<file path="src/rtl/fetch_align.sv">
// ============================================================================
// fetch_align : halfword-granular fetch aligner feeding the decompressor | rev 1.0
// ============================================================================
`default_nettype none

module fetch_align #(
  parameter logic [31:0] RESET_PC = 32'h0000_0000
) (
  input  logic        clk,
  input  logic        reset,
  output logic        mem_req,
  output logic [31:0] mem_addr,
  input  logic        mem_ack,
  input  logic [31:0] mem_rdata,
  input  logic        redirect,
  input  logic [31:0] redirect_pc,
  output logic [31:0] instr_out,
  output logic [31:0] instr_pc,
  output logic        instr_valid,
  input  logic        instr_ready,
  input  logic        compressed
);

  logic [15:0] hw_q [4];
  logic [15:0] hw_d [4];
  logic [15:0] hw_sh [4];
  logic [2:0]  cnt_q, cnt_d, cnt_c;
  logic [31:0] pc_q, pc_d;
  logic [31:0] fpc_q, fpc_d;
  logic [31:0] hold_q;
  logic        skip_q, skip_d;
  logic        drop_q, drop_d;

  logic        valid_raw;
  logic        ack;
  logic        fill;
  logic        take;
  logic [2:0]  n_take;

  always_comb begin
    valid_raw = (cnt_q >= 3'd2) || (cnt_q == 3'd1 && hw_q[0][1:0] != 2'b11);
    instr_valid = valid_raw && !reset && !redirect && !drop_q;
    instr_pc    = pc_q;
    if (reset || cnt_q == 3'd0) begin
      instr_out = 32'h0;
    end else if (cnt_q == 3'd1) begin
      instr_out = {16'h0, hw_q[0]};
    end else begin
      instr_out = {hw_q[1], hw_q[0]};
    end
    mem_req = !reset && (cnt_q <= 3'd2 || drop_q);
    // A dropped request must keep presenting its original address until acked.
    mem_addr = drop_q ? hold_q : fpc_q;
    ack      = mem_req && mem_ack;
    fill     = ack && !drop_q;
    take     = instr_valid && instr_ready;
    n_take   = take ? (compressed ? 3'd1 : 3'd2) : 3'd0;
  end

  always_comb begin
    for (int i = 0; i < 4; i++) begin
      hw_sh[i] = hw_q[i];
    end
    case (n_take)
      3'd1: begin
        hw_sh[0] = hw_q[1];
        hw_sh[1] = hw_q[2];
        hw_sh[2] = hw_q[3];
      end
      3'd2: begin
        hw_sh[0] = hw_q[2];
        hw_sh[1] = hw_q[3];
      end
      default: ;
    endcase
    cnt_c = cnt_q - n_take;

    for (int i = 0; i < 4; i++) begin
      hw_d[i] = hw_sh[i];
      if (fill) begin
        if (skip_q) begin
          if (3'(i) == cnt_c) hw_d[i] = mem_rdata[31:16];
        end else begin
          if (3'(i) == cnt_c)         hw_d[i] = mem_rdata[15:0];
          if (3'(i) == cnt_c + 3'd1)  hw_d[i] = mem_rdata[31:16];
        end
      end
    end

    cnt_d  = cnt_c + (fill ? (skip_q ? 3'd1 : 3'd2) : 3'd0);
    pc_d   = pc_q + (take ? (compressed ? 32'd2 : 32'd4) : 32'd0);
    fpc_d  = fill ? fpc_q + 32'd4 : fpc_q;
    skip_d = fill ? 1'b0 : skip_q;
    drop_d = drop_q && !ack;

    if (redirect) begin
      cnt_d  = 3'd0;
      pc_d   = redirect_pc & 32'hFFFF_FFFE;
      fpc_d  = redirect_pc & 32'hFFFF_FFFC;
      skip_d = redirect_pc[1];
      // Acked in this very cycle means nothing is left outstanding to discard.
      drop_d = mem_req && !mem_ack;
    end
  end

  always_ff @(posedge clk) begin
    if (reset) begin
      for (int i = 0; i < 4; i++) begin
        hw_q[i] <= 16'h0;
      end
      cnt_q  <= 3'd0;
      pc_q   <= RESET_PC;
      fpc_q  <= RESET_PC & 32'hFFFF_FFFC;
      hold_q <= RESET_PC & 32'hFFFF_FFFC;
      skip_q <= RESET_PC[1];
      drop_q <= 1'b0;
    end else begin
      for (int i = 0; i < 4; i++) begin
        hw_q[i] <= hw_d[i];
      end
      cnt_q  <= cnt_d;
      pc_q   <= pc_d;
      fpc_q  <= fpc_d;
      hold_q <= mem_addr;
      skip_q <= skip_d;
      drop_q <= drop_d;
    end
  end

endmodule

`default_nettype wire

</file>
<file path="config.mk">
export PLATFORM = sky130hd
export DESIGN_NAME = fetch_align
export DESIGN_NICKNAME = d
export VERILOG_FILES = /design/src/rtl/fetch_align.sv
export SDC_FILE = /design/constraint.sdc
export NUM_CORES = 1
export LEC_CHECK = 0
export CAP_MARGIN = 20
export CORE_MARGIN = 1
export CORE_UTILIZATION = 48
export CTS_CLUSTER_SIZE = 14
export DETAILED_ROUTE_END_ITERATION = 8
export GPL_TIMING_DRIVEN = 0
export PLACE_DENSITY_LB_ADDON = 0.25
export SLEW_MARGIN = 20
export SYNTH_ARGS = -nofsm -noshare
export SYNTH_HDL_FRONTEND = slang
export SYNTH_SLANG_ARGS = --single-unit
</file>
<file path="constraint.sdc">
create_clock -name clk -period 10.75 [get_ports clk]
set_clock_uncertainty 0.05 [all_clocks]
set_input_delay 2.6875 -clock clk [delete_from_list [all_inputs] [get_ports clk]]
set_output_delay 2.6875 -clock clk [all_outputs]
set_load 0.02 [all_outputs]
</file>
==> results.md <==
* Status: completed
* Least-Margin Pin Slew at 1.120 ns
* Met1 Use GR at 44.89%
* Worst hold start: hw_q[3][4]$_SDFFE_PP0P_
* Flop-to-flop setup slack at 5.14 ns
* Ports at 168
* N_diodes at 0
* Crit share post-route at 77.43%
* Hold Path Cell Cnt at 2
* FMAX at 120.1 MHz
* Worst Hold Class: flop to flop
* Tmin final at 8.324 ns
* Worst skew pair latency at 0.44 ns
* Starting density of the core at 49.02%
* Switching share of power at 31.26%
* Seq pwr share at 41.8%
* Residual DRC at 0
* GR met2 Demand/Resource at 51.45%
* Global route total overflow at 0
* P_int at 1.096 mW
* Total Routing Usage GR at 34.11%
* Yosys warns at 0
* R2r worst-path depth at 19
* Post-synth EDFFs at 0
* First-pass DRT Iterations at 7
* Top cells by count, synth: 162 x dfxtp_1, 72 x and2_1, 71 x nor2_1
* Sequential fraction of the synthesis area at 33.88%
* Nature of the critical path startpoint: input port
* Final-report hold violation count at 0
* Busiest grt layer: met2
* Vias in the first global route at 9,380
* Vias at 9,936
* I/O Buffers at 151
* WL/cell at 22.55 um
* Die X at 143.2 um
* Synth top area share at 33.88%
* Area grow syn2layout at 25.63%
* Reg clk slew, reported paths at 0.07 ns
* Count of pins over their slew limit at 0
* Post-route cell area at 12,030 um2
* Drt first-iter violations at 1,301
* Cts repair resizes at 0
* Via density at 6.435
* Netlist cell types at 64
* CTS buffer count at 17
* Clock network power share at 40.1%
* Gpl congestion at 0.9930
* CP bufs+invs at 5
* Arr. time, crit path at 5.59 ns
* MaxCap Viol Count at 0
* Worst R2R End: hw_q[1][10]$_SDFF_PP0_
* Mapped Cells at 1,096
* Share of cells above drive strength 1 at 9.539%
* RSZ-0062 raised after global routing: no
* Slowest CP cell: buf_1
* Remaining antenna violation count at 0
* Main synth FF type: dfxtp_1
* Flops & latches, synth at 162
* Endpoints failing setup at 0
* Core Rows at 51
* Setup TNS at 0 ns
* Clock Tree Buf Depth at 2
* Die Height at 143.2 um
* Filler cell count at 1,777
* Detailed placer's ending HPWL at 24.26 mm
* Clock sinks at 162
* Post-CTS Hold Buffers at 0
* Worst Hold Endpoint: hw_q[3][4]$_SDFFE_PP0P_
* Final setup margin at 2.426 ns
* Pwr Density at 132.6 nW/um2
* Largest net degree at the start of global routing at 19
* GR Layer Usage met3 at 7.881%
* Post-Syn Nets at 1,175
* Leak Pwr at 4.358 nW
* Top delay family on crit path: buffers and inverters
* Largest stage delay, worst path at 0.60 ns
* FFs w/ async S/R, synth at 0%
* Root Driver: clkbuf_16
* Htree depth at 4
* Gate power share at 18.1%
* Layout Nets at 1,345
* Syn Area/Cell at 8.733 um2
* Largest area contributor in the netlist: dfxtp_1
* Slew Limit Headroom at 25.36%
* Pre-CTS setup slack at 2.536 ns
* VDD IR max at 0.1175 mV
* Area after DPL at 11,410 um2
* WS Path Type: input port to output port
* CP Cell Sequence: clkdlybuf4s50_1 > clkbuf_1 > clkbuf_1 > buf_1 > nor2_1 > clkdlybuf4s50_1
* Detailed Route WL at 34.82 mm
* Initial antenna violation count at 0
* Clock tree from TritonCTS: done
* Switching power at 0.4983 mW
* Synth top area cells: dfxtp_1 34%, mux2i_1 5.1%, and2_1 4.7%
* Crit. End Element: output port
* Synthesized area at 9572 um2
* First-pass GRT wire length at 52.44 mm
* Most frequent cell after synthesis: dfxtp_1
* Critical Path RT at 8.01 ns
* Core area at 19,530 um2
* Post-CTS Setup Bufs at 0
* Crit path max fanout at 10
* Die area at 20,510 um2
* Worst reg2reg startpoint: cnt_q[1]$_SDFF_PP0_
## power by group through the flow
stage	clock [mW]	sequential, mW	combinational (mW)
after floorplan	0	0.677	0.161
after global placement	0	0.678	0.276
after detailed placement	0	0.678	0.279
after CTS	0.637	0.665	0.281
after global routing	0.665	0.669	0.304
final	0.640	0.666	0.289
## stage by stage
| step | util [%] | instances | power, mW | hold WS [ns] |
|---|---|---|---|---|
| after floorplan | - | 1096 | 0.8377 | 0.4356 |
| after global placement | 58.46 | 1512 | 0.9534 | 0.4484 |
| after detailed placement | 58.46 | 1512 | 0.9572 | 0.4577 |
| after CTS | 61.59 | 1544 | 1.583 | 0.4643 |
| after global routing | 61.59 | 1544 | 1.639 | 0.4980 |
| final | 61.59 | 1544 | 1.594 | 0.4693 |
## per-layer routing
layer / share of wire [%] / routed length, um
met2: 43 / 14840
met3: 11 / 3948
met5: 0 / 0
met1: 41 / 14240
met4: 5.1 / 1793
## sequential cells by signal, indices dropped and copies added, names as in the netlist
name      cells
skip_q        1
hold_q       32
instr_pc     31
cnt_q         3
hw_q         64
drop_q        1
fpc_q        30
## final cells by class
cell class / instances / area (um2) / area share [%]
Multi-Input combinational cell: 820 / 5837 / 48.54
Sequential cell: 162 / 3243 / 26.97
Timing Repair Buffer: 151 / 1511 / 12.57
Buffer: 101 / 442.9 / 3.683
Clock buffer: 17 / 425.4 / 3.538
Tap cell: 265 / 331.6 / 2.757
Clock inverter: 15 / 185.2 / 1.540
Inverter: 13 / 48.80 / 0.4058
## cell usage in the layout, fill, tap and decap left out, drive strengths merged, types with 20 or more instances in the layout
| cell type | instances |
|---|---|
| a21boi | 52 |
| buf | 45 |
| o221ai | 31 |
| mux2 | 38 |
| and3 | 22 |
| a21oi | 27 |
| o22ai | 46 |
| nand4 | 26 |
| a22oi | 26 |
| dfxtp | 162 |
| nor3 | 20 |
| clkbuf | 73 |
| nor2 | 71 |
| nand2 | 58 |
| nand3 | 23 |
| and2 | 72 |
| clkdlybuf4s50 | 151 |
| xnor2 | 25 |
| o21a | 46 |
| mux2i | 49 |
| xor2 | 32 |
| a221oi | 22 |
## how the worst max path moves through the flow
stage	start	end	slack [ns]	cells after the start
floorplan	reset	instr_valid	4.13	3
global placement	reset	mem_req	2.52	6
detailed placement	reset	mem_req	2.54	6
CTS	reset	mem_req	2.52	6
global route	reset	mem_req	2.40	6
finish	reset	mem_req	2.43	6
## kinds of logic (layout without fill, tap and decap cells)
group,Yosys count,count (layout),synth area share (%)
simple gates,338,338,18.95
compound gates,328,328,25.76
flops,162,162,33.88
buf+inv,114,297,5.137
mux,87,87,9.595
xor+xnor,57,57,5.216
fa+ha+maj,9,9,1.412
other cells,1,1,0.03918
## worst min-delay path: cells and delay by family (launching register included)
kind | cells | cell delay [ns]
flip-flops | 1 | 0.32
AND/OR/NAND/NOR | 1 | 0.10
AO/OA/AOI/OAI | 1 | 0.05
Power figures use the tool's default switching activity.
==> patch: new RTL, same flow settings <==
Make the reset (`reset`) asynchronous in one clocked block.
--- a/src/rtl/fetch_align.sv
+++ b/src/rtl/fetch_align.sv
@@ -103,7 +103,7 @@
     end
   end
 
-  always_ff @(posedge clk) begin
+  always_ff @(posedge clk or posedge reset) begin
     if (reset) begin
       for (int i = 0; i < 4; i++) begin
         hw_q[i] <= 16'h0;
Function: differs if reset is asserted again (counterexample within 4 cycles, from zero or initial values and one cycle with reset high); with reset held inactive, the same outputs for 4 cycles.
==> patch against the original RTL <==
  * Setup slack improved by 0.012 ns
  * Final area increased by 7.6%
  * First-iteration DRC count down 3.6%
  * Via count up 8.0%
  * Synthesized cell count rose by 2.8%
  * Wire length is 11% higher
  * Synthesized area grew 7.9%
  * Sequential cell count is the same
  * Critical path type unchanged
Power is not compared: it rests on default switching activity, and its combinational part moved more than twofold at a synthesized area within 25%.
==> patch: results (changes against the original RTL) <==
run_status:
  status: "completed"  # unchanged
yosys:
  synth_common_cells: "162 x dfrtp_1, 67 x nand2_1, 65 x clkbuf_1"  # was 162 x dfxtp_1, 72 x and2_1, 71 x nor2_1
  ys_async_sr_fraction: 1.00  # was 0
  synth_area_leaders: "dfrtp_1 39%, mux2i_1 4.5%, mux2_2 4.3%, o21ai_0 2.9%, nand2_1 2.4%"  # was dfxtp_1 34%, mux2i_1 5.1%, and2_1 4.7%, mux2_2 4.5%, a21boi_0 4.0%
  syn_nets: 1206  # was 1175
  seq_area_frac_synth: 0.392  # was 0.339
  yosysUniqueCellTypes: 80  # was 64
  syn-mean-instance-area_um2: 9.17  # was 8.73 um2
global_route:
  met2_usage: 0.497  # was 0.515
  grt_usage: 0.356  # was 0.341
  grt_max_degree: 61  # was 19
  grt_pass1_wl_mm: 58.9  # was 52.4 mm
  grt_pass1_vias: 9856  # was 9380
  antenna_found_initial: 1  # was 0
  use_met1: 0.516  # was 0.449
worst_setup_path:
  rr_endpoint: "hw_q[10]$_DFFE_PP0P_"  # was hw_q[1][10]$_SDFF_PP0_
  ff2ff_path_depth: 14  # was 19
  regToRegSetupSlack_ns: 4.95  # was 5.14 ns
  critPathArrivalTime_ns: 5.57  # was 5.59 ns
  worstReg2RegStart: "cnt_q[2]$_DFF_PP0_"  # was cnt_q[1]$_SDFF_PP0_
routing:
  routed_wl_mm: 38.8  # was 34.8 mm
  drt-initial-drc-count: 1254  # was 1301
  num_vias: 10700  # was 9936
  first_pass_iters: 6  # was 7
finish:
  drive_above_1_share: 0.0955  # was 0.0954
  fill_cells: 1845  # was 1777
  fin_nets: 1386  # was 1345
  instances_no_fill: 1596  # was 1544
placed_design:
  place.gp.congestion: 0.981  # was 0.993
  pre_cts_slack_ns: 2.47  # was 2.54 ns
  dp.cells: 1563  # was 1512
  hpwlAfterDp_mm: 27.8  # was 24.3 mm
  portBuffers: 159  # was 151
timing:
  worst_pin_slew_ns: 1.15  # was 1.12 ns
  hold-worst-slack_ns: 0.446  # was 0.469 ns
min_path:
  holdPathStages: 1  # was 2
[patch: cell types whose count changed in the layout (fill, tap and decap cells not counted), sizes merged, moves of 17 or more]
cell / change
dfrtp: +162
dfxtp: -162
o21ai: +57
a21boi: -48
and2: -45
o21a: -41
xor2: -28
inv: +25
a31oi: +24
o31ai: +20
a32oi: +18
a221oi: -17
[patch: cell type report]
type,instances,area share
diodes,1,0.000193
repair buffers,161,0.127
plain buffers,106,0.0354
flip-flops and latches,162,0.313
inverters,37,0.0107
clock inverters,14,0.0128
multi-input cells,822,0.440
clock buffers,18,0.0339
well taps,275,0.0266
[patch: worst max-delay path by stage]
stage	startpoint	to	slack, ns	cells past startpoint
floorplan	reset	instr_out[10]	2.21	4
detailed placement	redirect	instr_valid	2.47	7
global placement	reset	instr_out[7]	0.56	5
finish	redirect	instr_valid	2.44	7
CTS	redirect	instr_valid	2.48	7
global route	redirect	instr_valid	2.39	7
[patch: worst max-delay path: cells and delay by family]
kind	cells	cell delay, ns
buffers and inverters	5	2.39
and+or+nand+nor	2	0.49
[patch: metal layers]
metal | part of all wire | vias up
met4 | 0.032 | 0
met5 | 0 | -
li1 | - | 4671
met2 | 0.42 | 693
met3 | 0.12 | 104
met1 | 0.42 | 5263
[patch: kinds of logic (layout without fill, tap and decap cells)]
logic type / Yosys count / count (layout) / synth area share
and+or+nand+nor: 365 / 365 / 0.199
AOI/OAI and AO/OA: 344 / 344 / 0.236
DFF: 162 / 162 / 0.392
buffers and inverters: 143 / 336 / 0.0568
muxes: 85 / 85 / 0.0871
xor gates and xnor gates: 18 / 18 / 0.0160
adders and majority gates: 9 / 9 / 0.0131
other: 1 / 2 / 0.000363
[patch: report_power, final]
group	switching (W)	leakage, nW	total [W]	internal, W
Combinational	0.000415	2.87	0.000733	0.000318
Sequential	0.000142	1.96	0.000903	0.000762
Clock	0.000286	0.297	0.000642	0.000356
[patch: stage by stage]
step | instance area (um2) | total power [W]
after detailed placement | 12300 | 0.00162
after floorplan | 10300 | 0.00133
final | 12900 | 0.00228
after global placement | 12300 | 0.00160
after global routing | 12900 | 0.00238
after CTS | 12900 | 0.00226
